[config.mk]
export PLATFORM = sky130hd
export DESIGN_NAME = uart_rx_cfg
export DESIGN_NICKNAME = d
export VERILOG_FILES = /design/src/rtl/uart_pkg.sv /design/src/rtl/uart_rx_sync.sv /design/src/rtl/uart_rx_cfg.sv
export SDC_FILE = /design/constraint.sdc
export NUM_CORES = 1
export LEC_CHECK = 0
export CAP_MARGIN = 20
export CORE_ASPECT_RATIO = 2
export CORE_UTILIZATION = 58
export DETAILED_ROUTE_END_ITERATION = 8
export HOLD_SLACK_MARGIN = 0.08
export PLACE_DENSITY = 0.9
export SYNTH_ARGS = -nofsm -noshare
export SYNTH_HDL_FRONTEND = slang
export SYNTH_SLANG_ARGS = --single-unit
[constraint.sdc]
create_clock -name clk -period 2.1 [get_ports clk]
set_input_delay 0.21 -clock clk [delete_from_list [all_inputs] [get_ports clk]]
set_output_delay 0.21 -clock clk [all_outputs]
set_load 0.01 [all_outputs]
[src/rtl/uart_pkg.sv]
// Shared UART types and helpers for the configurable receiver and transmitter.
package uart_pkg;

  typedef enum logic [1:0] {
    PAR_NONE,
    PAR_EVEN,
    PAR_ODD
  } parity_e;

  typedef enum logic [2:0] {
    ST_IDLE,
    ST_START,
    ST_DATA,
    ST_PARITY,
    ST_STOP
  } rx_state_e;

  function automatic int clks_per_bit(input int freq, input int baud);
    return freq / baud;
  endfunction

endpackage

[src/rtl/uart_rx_sync.sv]
// Two-flop synchroniser for the RX pin plus a delayed copy for falling-edge detection.
module uart_rx_sync (
  input  logic clk,
  input  logic rst_n,
  input  logic i_rx_serial,
  output logic o_rx_s,
  output logic o_fall_edge
);

  logic r_meta_p0;
  logic r_sync_p1;
  logic r_prev_p2;

  // All stages reset to the idle line level so reset never looks like a start edge
  always_ff @(posedge clk or negedge rst_n) begin
    if (!rst_n) begin
      r_meta_p0 <= 1'b1;
      r_sync_p1 <= 1'b1;
      r_prev_p2 <= 1'b1;
    end else begin
      r_meta_p0 <= i_rx_serial;
      r_sync_p1 <= r_meta_p0;
      r_prev_p2 <= r_sync_p1;
    end
  end

  assign o_rx_s      = r_sync_p1;
  assign o_fall_edge = r_prev_p2 & ~r_sync_p1;

endmodule

[src/rtl/uart_rx_cfg.sv]
// Configurable UART receiver: data width, parity and stop count set by parameters,
// 3-sample majority vote per bit, per-frame parity/framing/break status.
module uart_rx_cfg
  import uart_pkg::*;
#(
  parameter int      FPGA_CLK_FREQ = 50000000,
  parameter int      BAUDRATE      = 115200,
  parameter int      DATA_BITS     = 8,
  parameter parity_e PARITY        = PAR_NONE,
  parameter int      STOP_BITS     = 1
) (
  input  logic                 clk,
  input  logic                 rst_n,
  input  logic                 i_rx_serial,
  output logic                 o_rx_dv,
  output logic [DATA_BITS-1:0] o_rx_data,
  output logic                 o_parity_err,
  output logic                 o_frame_err,
  output logic                 o_break,
  output logic                 o_busy
);

  localparam int CLKS_PER_BIT = clks_per_bit(FPGA_CLK_FREQ, BAUDRATE);
  localparam int HALF         = CLKS_PER_BIT / 2;
  localparam int CNT_W        = (CLKS_PER_BIT > 1) ? $clog2(CLKS_PER_BIT) : 1;
  localparam int IDX_W        = (DATA_BITS > 1) ? $clog2(DATA_BITS) : 1;

  if (CLKS_PER_BIT < 4) begin : g_err_cpb
    $error("uart_rx_cfg: CLKS_PER_BIT must be at least 4");
  end
  if (DATA_BITS < 5 || DATA_BITS > 9) begin : g_err_data
    $error("uart_rx_cfg: DATA_BITS must be in 5..9");
  end
  if (STOP_BITS < 1 || STOP_BITS > 2) begin : g_err_stop
    $error("uart_rx_cfg: STOP_BITS must be in 1..2");
  end

  function automatic logic majority3(input logic a, input logic b, input logic c);
    return (a & b) | (a & c) | (b & c);
  endfunction

  function automatic logic parity_error(input logic [DATA_BITS-1:0] d, input logic p);
    case (PARITY)
      PAR_EVEN: return ^{d, p};
      PAR_ODD:  return ~(^{d, p});
      default:  return 1'b0;
    endcase
  endfunction

  logic w_rx_s;
  logic w_fall;

  uart_rx_sync u_sync (
    .clk         (clk),
    .rst_n       (rst_n),
    .i_rx_serial (i_rx_serial),
    .o_rx_s      (w_rx_s),
    .o_fall_edge (w_fall)
  );

  rx_state_e            r_state,   w_state_nxt;
  logic [CNT_W-1:0]     r_cnt,     w_cnt_nxt;
  logic [IDX_W-1:0]     r_bit_idx, w_bit_idx_nxt;
  logic                 r_stop_idx, w_stop_idx_nxt;
  logic [1:0]           r_smp,     w_smp_nxt;
  logic [DATA_BITS-1:0] r_shift,   w_shift_nxt;
  logic                 r_pbit,    w_pbit_nxt;
  logic                 r_ferr,    w_ferr_nxt;
  logic                 r_any_one, w_any_one_nxt;
  logic [DATA_BITS-1:0] r_rx_data;
  logic                 r_par_err, r_frame_err, r_break, r_dv;
  logic                 w_decide, w_last, w_voted, w_load, w_break;

  always_comb begin
    w_state_nxt    = r_state;
    w_cnt_nxt      = r_cnt;
    w_bit_idx_nxt  = r_bit_idx;
    w_stop_idx_nxt = r_stop_idx;
    w_smp_nxt      = r_smp;
    w_shift_nxt    = r_shift;
    w_pbit_nxt     = r_pbit;
    w_ferr_nxt     = r_ferr;
    w_any_one_nxt  = r_any_one;
    w_load         = 1'b0;
    w_break        = 1'b0;
    w_decide       = (r_cnt == CNT_W'(HALF + 1));
    w_last         = (r_cnt == CNT_W'(CLKS_PER_BIT - 1));
    w_voted        = majority3(r_smp[0], r_smp[1], w_rx_s);

    if (r_state != ST_IDLE) begin
      if (r_cnt == CNT_W'(HALF - 1)) w_smp_nxt[0] = w_rx_s;
      if (r_cnt == CNT_W'(HALF))     w_smp_nxt[1] = w_rx_s;
      w_cnt_nxt = w_last ? '0 : r_cnt + 1'b1;
    end

    case (r_state)
      ST_IDLE: begin
        w_cnt_nxt     = '0;
        w_bit_idx_nxt = '0;
        if (w_fall) begin
          w_state_nxt    = ST_START;
          w_cnt_nxt      = CNT_W'(1);
          w_stop_idx_nxt = 1'b0;
          w_ferr_nxt     = 1'b0;
          w_any_one_nxt  = 1'b0;
        end
      end
      ST_START: begin
        if (w_decide && w_voted) begin
          w_state_nxt = ST_IDLE;
          w_cnt_nxt   = '0;
        end else if (w_last) begin
          w_state_nxt = ST_DATA;
        end
      end
      ST_DATA: begin
        if (w_decide) begin
          w_shift_nxt[r_bit_idx] = w_voted;
          w_any_one_nxt          = r_any_one | w_voted;
        end
        if (w_last) begin
          if (r_bit_idx == IDX_W'(DATA_BITS - 1)) begin
            w_bit_idx_nxt = '0;
            w_state_nxt   = (PARITY != PAR_NONE) ? ST_PARITY : ST_STOP;
          end else begin
            w_bit_idx_nxt = r_bit_idx + 1'b1;
          end
        end
      end
      ST_PARITY: begin
        if (w_decide) begin
          w_pbit_nxt    = w_voted;
          w_any_one_nxt = r_any_one | w_voted;
        end
        if (w_last) w_state_nxt = ST_STOP;
      end
      ST_STOP: begin
        if (w_decide) begin
          w_ferr_nxt    = r_ferr | ~w_voted;
          w_any_one_nxt = r_any_one | w_voted;
          // Leave on the last stop decision, not its end, to tolerate a fast sender
          if (r_stop_idx == 1'(STOP_BITS - 1)) begin
            w_load      = 1'b1;
            w_break     = ~(r_any_one | w_voted);
            w_state_nxt = ST_IDLE;
            w_cnt_nxt   = '0;
          end
        end else if (w_last) begin
          w_stop_idx_nxt = r_stop_idx + 1'b1;
        end
      end
      default: begin
        w_state_nxt = ST_IDLE;
        w_cnt_nxt   = '0;
      end
    endcase
  end

  always_ff @(posedge clk or negedge rst_n) begin
    if (!rst_n) begin
      r_state     <= ST_IDLE;
      r_cnt       <= '0;
      r_bit_idx   <= '0;
      r_stop_idx  <= 1'b0;
      r_smp       <= '0;
      r_shift     <= '0;
      r_pbit      <= 1'b0;
      r_ferr      <= 1'b0;
      r_any_one   <= 1'b0;
      r_rx_data   <= '0;
      r_par_err   <= 1'b0;
      r_frame_err <= 1'b0;
      r_break     <= 1'b0;
      r_dv        <= 1'b0;
    end else begin
      r_state    <= w_state_nxt;
      r_cnt      <= w_cnt_nxt;
      r_bit_idx  <= w_bit_idx_nxt;
      r_stop_idx <= w_stop_idx_nxt;
      r_smp      <= w_smp_nxt;
      r_shift    <= w_shift_nxt;
      r_pbit     <= w_pbit_nxt;
      r_ferr     <= w_ferr_nxt;
      r_any_one  <= w_any_one_nxt;
      r_dv       <= w_load;
      if (w_load) begin
        r_rx_data   <= r_shift;
        r_par_err   <= parity_error(r_shift, r_pbit);
        r_frame_err <= w_ferr_nxt;
        r_break     <= w_break;
      end
    end
  end

  assign o_rx_dv      = r_dv;
  assign o_rx_data    = r_rx_data;
  assign o_parity_err = r_par_err;
  assign o_frame_err  = r_frame_err;
  assign o_break      = r_break;
  assign o_busy       = (r_state != ST_IDLE);

endmodule

==> impl_results.rst <==
.. list-table::
   :header-rows: 1

   * - Metric
     - Value
   * - Status
     - completed
   * - Number of detailed-routing iterations run before antenna repair
     - 4
   * - DRC violations left
     - 0
   * - Maximum number of buffers from clock root to sink
     - 2
   * - Remaining antenna violation count after routing
     - 0
   * - Worst setup path startpoint
     - r_cnt[0]$_DFF_PN0_
   * - Endpoint of the most critical setup path
     - r_shift[1]$_DFFE_PN0P_
   * - Vias in the first global route
     - 1672
   * - Startpoint-to-endpoint class of the critical path
     - register to register
   * - Transition time at the pin with the least slew margin
     - 0.898 ns
   * - Internal power component
     - 0.00136 W
   * - Initial standard-cell utilization of the core
     - 0.609
   * - Total setup buffers inserted after CTS
     - 0
   * - Final sum of negative setup slack
     - 0 ns
   * - Share of flip-flops with an asynchronous set or reset
     - 1.00
   * - Met1 capacity usage during global routing
     - 0.246
   * - Total clock buffers created by CTS
     - 5
   * - Kind of capture point of the worst setup path
     - register
   * - Reg-to-Reg End
     - r_shift[1]$_DFFE_PN0P_
   * - Row count
     - 31
   * - Sequential Power Share
     - 0.508
   * - HP Class
     - input port to register
   * - Number of enable-type register cells in the synthesized netlist
     - 0
   * - Worst rel slew slack
     - 0.402
   * - Cell area after technology mapping
     - 0.00220 mm2
   * - Switching power as a share of total power
     - 0.264
   * - Crit. path cell count
     - 6
   * - Kind of cell with the highest combined delay on the critical path
     - simple AND/OR/NAND/NOR gates
   * - Required time of the critical path
     - 2.28 ns
   * - Number of placed I/O pins
     - 16
   * - Worst vdd rail ir drop
     - 889 uV
   * - Horizontal die dimension
     - 45.5 um
   * - Area growth syn-to-layout
     - 13.2%
   * - Setup ws final
     - 0.0849 ns
   * - Drt wl/cell
     - 17.9 um
   * - Clock transition at path regs
     - 0.08 ns
   * - Share of total power in the clock network
     - 0.346
   * - Final count of pins violating max slew
     - 0
   * - Main synth FF type
     - sky130_fd_sc_hd__dfrtp_1
   * - CTS tree
     - done
   * - Buffers plus inverters on the worst setup path
     - 1
   * - Wire length of the first global-routing pass
     - 7440 um
   * - Clock Latency Late Sink
     - 0.30 ns
   * - Buffers on Ports
     - 14
   * - Number of antenna violations at the first check in global routing
     - 0
   * - Die Outline Area
     - 0.00405 mm2
   * - Total detailed-routing wirelength
     - 4480 um
   * - Final Hold Vio Count
     - 0
   * - Worst slack, placed
     - 0.146 ns
   * - Final critical delay including setup and external delays
     - 2.02 ns
   * - Final setup violating endpoints
     - 0
   * - Worst setup SP type
     - register
   * - Total routing resource utilization after global routing
     - 0.252
   * - Met3 routing resource usage after global routing
     - 0.0424
   * - Yosys warnings
     - 0
   * - Static leakage power
     - 1.12 nW
   * - Clock sink total
     - 42
   * - Fmax
     - 496 MHz
   * - Placed Instance Area
     - 0.00234 mm2
   * - Mean cell area of the mapped netlist
     - 11.7 um2
   * - Master of the slowest instance on the critical path
     - sky130_fd_sc_hd__dfrtp_1
   * - Maximum number of pins on one net before global-route repair
     - 43
   * - Worst reg-to-reg path cell count
     - 6
   * - Overflow after GRT
     - 0
   * - Root buffer cell
     - sky130_fd_sc_hd__clkbuf_8
   * - Register bit count reported by yosys
     - 42
   * - Synthesized instance count
     - 187
   * - NumNets Final
     - 210
   * - Combinational power share
     - 0.146
   * - Maximum fanout along the worst path
     - 5
   * - Final antenna diode count
     - 0
   * - Layer carrying the most global-route usage
     - met2
   * - Post-synthesis sequential area ratio
     - 0.480
   * - Placed cell count
     - 242
   * - Number of library cell types mapped by synthesis
     - 51
   * - Worst hold-check slack
     - 0.312 ns
   * - Startpoint of the lowest-slack register-to-register path
     - r_cnt[0]$_DFF_PN0_
   * - Standard cell core area
     - 0.00361 mm2
   * - Post-Layout Inst Area
     - 0.00249 mm2
   * - Ratio of total power to cell area
     - 744 mW/mm2
   * - Fraction of final layout cells with drive strength greater than 1
     - 0.134
   * - Setup slack on the worst flop-to-flop path
     - 0.08 ns
   * - H-tree depth
     - 2
   * - Critical path's largest stage delay
     - 0.42 ns
   * - Final weighted congestion in routability-driven placement
     - 0.936
   * - DRC violation total after the first TritonRoute iteration
     - 31
   * - Non-filler cells, final
     - 250
   * - Syn nets
     - 196
   * - Clock skew
     - 0.0100 ns
   * - Switching Power
     - 0.000489 W
   * - Number of vias in the routed layout
     - 1564
   * - Vertical die dimension
     - 89.0 um
   * - Data arrival at the endpoint of the critical path
     - 2.19 ns
   * - Fin crit share
     - 0.960
   * - Number of vias per cell after detailed routing
     - 6.26
   * - Max-capacitance violation count
     - 0
   * - Crit path cell chain
     - inv_1 -> ha_1 -> and4bb_1 -> nand4_1 -> nor3_1 -> mux2_1
   * - HPWL after DPL
     - 3340 um
   * - Met2 track demand over resource in global routing
     - 0.462
power by group through the flow:
stage                     logic (W)  registers (W)  clock network, W
after floorplan            0.000207       0.000917                 0
after global routing       0.000295       0.000951          0.000684
after detailed placement   0.000254       0.000949                 0
final                      0.000269       0.000940          0.000640
after global placement     0.000236       0.000941                 0
after CTS                  0.000259       0.000933          0.000650
routing by layer:
layer / vias up / share of wire
met5: - / 0
met2: 44 / 0.58
met4: 0 / 0.043
met1: 793 / 0.35
li1: 711 / -
met3: 16 / 0.031
registers in the layout, summed over array words and instances, names as in the netlist:
signal	flops
r_bit_idx	3
o_break	1
u_sync.o_rx_s	1
u_sync.r_meta_p0	1
r_shift	8
o_rx_data	8
o_rx_dv	1
r_state	3
r_any_one	1
r_smp	2
r_ferr	1
u_sync.r_prev_p2	1
r_stop_idx	1
r_cnt	9
o_frame_err	1
cell usage in the layout, fill, tap and decap left out, drive strengths merged, types with 2 or more instances in the layout:
| cell | Yosys | routed |
|---|---|---|
| nor3b | 6 | 6 |
| o21ai | 7 | 7 |
| nand3b | 2 | 2 |
| nand4b | 2 | 2 |
| o21a | 2 | 2 |
| nand2 | 12 | 12 |
| xnor2 | 2 | 2 |
| o31ai | 4 | 4 |
| nor3 | 13 | 13 |
| or2 | 3 | 3 |
| nand2b | 3 | 3 |
| clkbuf | 2 | 6 |
| xor2 | 5 | 5 |
| nand4 | 4 | 4 |
| ha | 6 | 6 |
| dfstp | 3 | 3 |
| inv | 3 | 3 |
| or3 | 2 | 2 |
| and3 | 3 | 3 |
| a21o | 2 | 2 |
| nand3 | 3 | 3 |
| clkdlybuf4s50 | 0 | 13 |
| nand4bb | 2 | 2 |
| nor2 | 6 | 6 |
| dfrtp | 39 | 39 |
| mux2 | 18 | 18 |
| and4 | 2 | 2 |
| a22o | 7 | 7 |
| buf | 9 | 4 |
| a21oi | 2 | 2 |
logic make-up after synthesis:
family / share of synthesized area
other cells: 0.00171
mux: 0.0923
compound gates: 0.108
xor+xnor: 0.0279
buf+inv: 0.0376
simple gates: 0.219
flops: 0.480
fa+ha+maj: 0.0342
metrics by stage:
stage                     power (W)  utilization
after floorplan             0.00112            -
after global placement      0.00118        0.650
after detailed placement    0.00120        0.650
after CTS                   0.00184        0.684
after global routing        0.00193        0.689
final                       0.00185        0.689
worst min-delay path by stage:
stage,start,to,slack (ns),cells past startpoint
floorplan,rst_n,o_break$_DFFE_PN0P_,-0.09,0
global placement,u_sync.r_meta_p0$_DFF_PN1_,u_sync.o_rx_s$_DFF_PN1_,0.35,0
detailed placement,u_sync.r_meta_p0$_DFF_PN1_,u_sync.o_rx_s$_DFF_PN1_,0.35,0
CTS,i_rx_serial,u_sync.r_meta_p0$_DFF_PN1_,0.31,1
global route,i_rx_serial,u_sync.r_meta_p0$_DFF_PN1_,0.32,1
finish,i_rx_serial,u_sync.r_meta_p0$_DFF_PN1_,0.31,1
synth_stat cells, drive strengths merged, types with 2 or more instances:
cell / count / area [um2]
nand4bb: 2 / 38.8
nand4b: 2 / 17.5
dfstp: 3 / 78.8
o31ai: 4 / 43.8
nand3b: 2 / 15.0
a21o: 2 / 15.0
nand3: 3 / 15.0
o21ai: 7 / 35.0
a22o: 7 / 61.3
or2: 3 / 18.8
nand2: 12 / 45.0
buf: 9 / 63.8
nand2b: 3 / 18.8
mux2: 18 / 203
or3: 2 / 12.5
nor2: 6 / 22.5
clkbuf: 2 / 7.51
xnor2: 2 / 17.5
dfrtp: 39 / 976
nand4: 4 / 25.0
a21oi: 2 / 13.8
and3: 3 / 18.8
inv: 3 / 11.3
o21a: 2 / 15.0
xor2: 5 / 43.8
ha: 6 / 75.1
and4: 2 / 17.5
nor3: 13 / 65.1
nor3b: 6 / 70.1
worst reg2reg max path, delay by kind of cell, from the launching register on:
kind | cells | cell delay (ns)
multiplexers | 1 | 0.34
AND/OR/NAND/NOR | 3 | 0.76
buffers and inverters | 1 | 0.13
flip-flops | 1 | 0.42
adder cells (fa/ha/maj) | 1 | 0.25
timing repair:
action / CTS / global route
hold endpoints to repair: 39 / 0
hold buffers: 1 / 0
setup endpoints to repair: 0 / 18
resized for setup: 0 / 3
final cells by class:
| cell class | instances | area (um2) |
|---|---|---|
| Fill cell | 256 | 1120 |
| Multi-Input combinational cell | 131 | 1080 |
| Sequential cell | 42 | 1050 |
| Timing Repair Buffer | 18 | 168 |
| Clock buffer | 6 | 82.6 |
| Tap cell | 49 | 61.3 |
| Clock inverter | 1 | 30.0 |
| Inverter | 3 | 11.3 |
No activity file was read; power rests on OpenSTA's default activity.
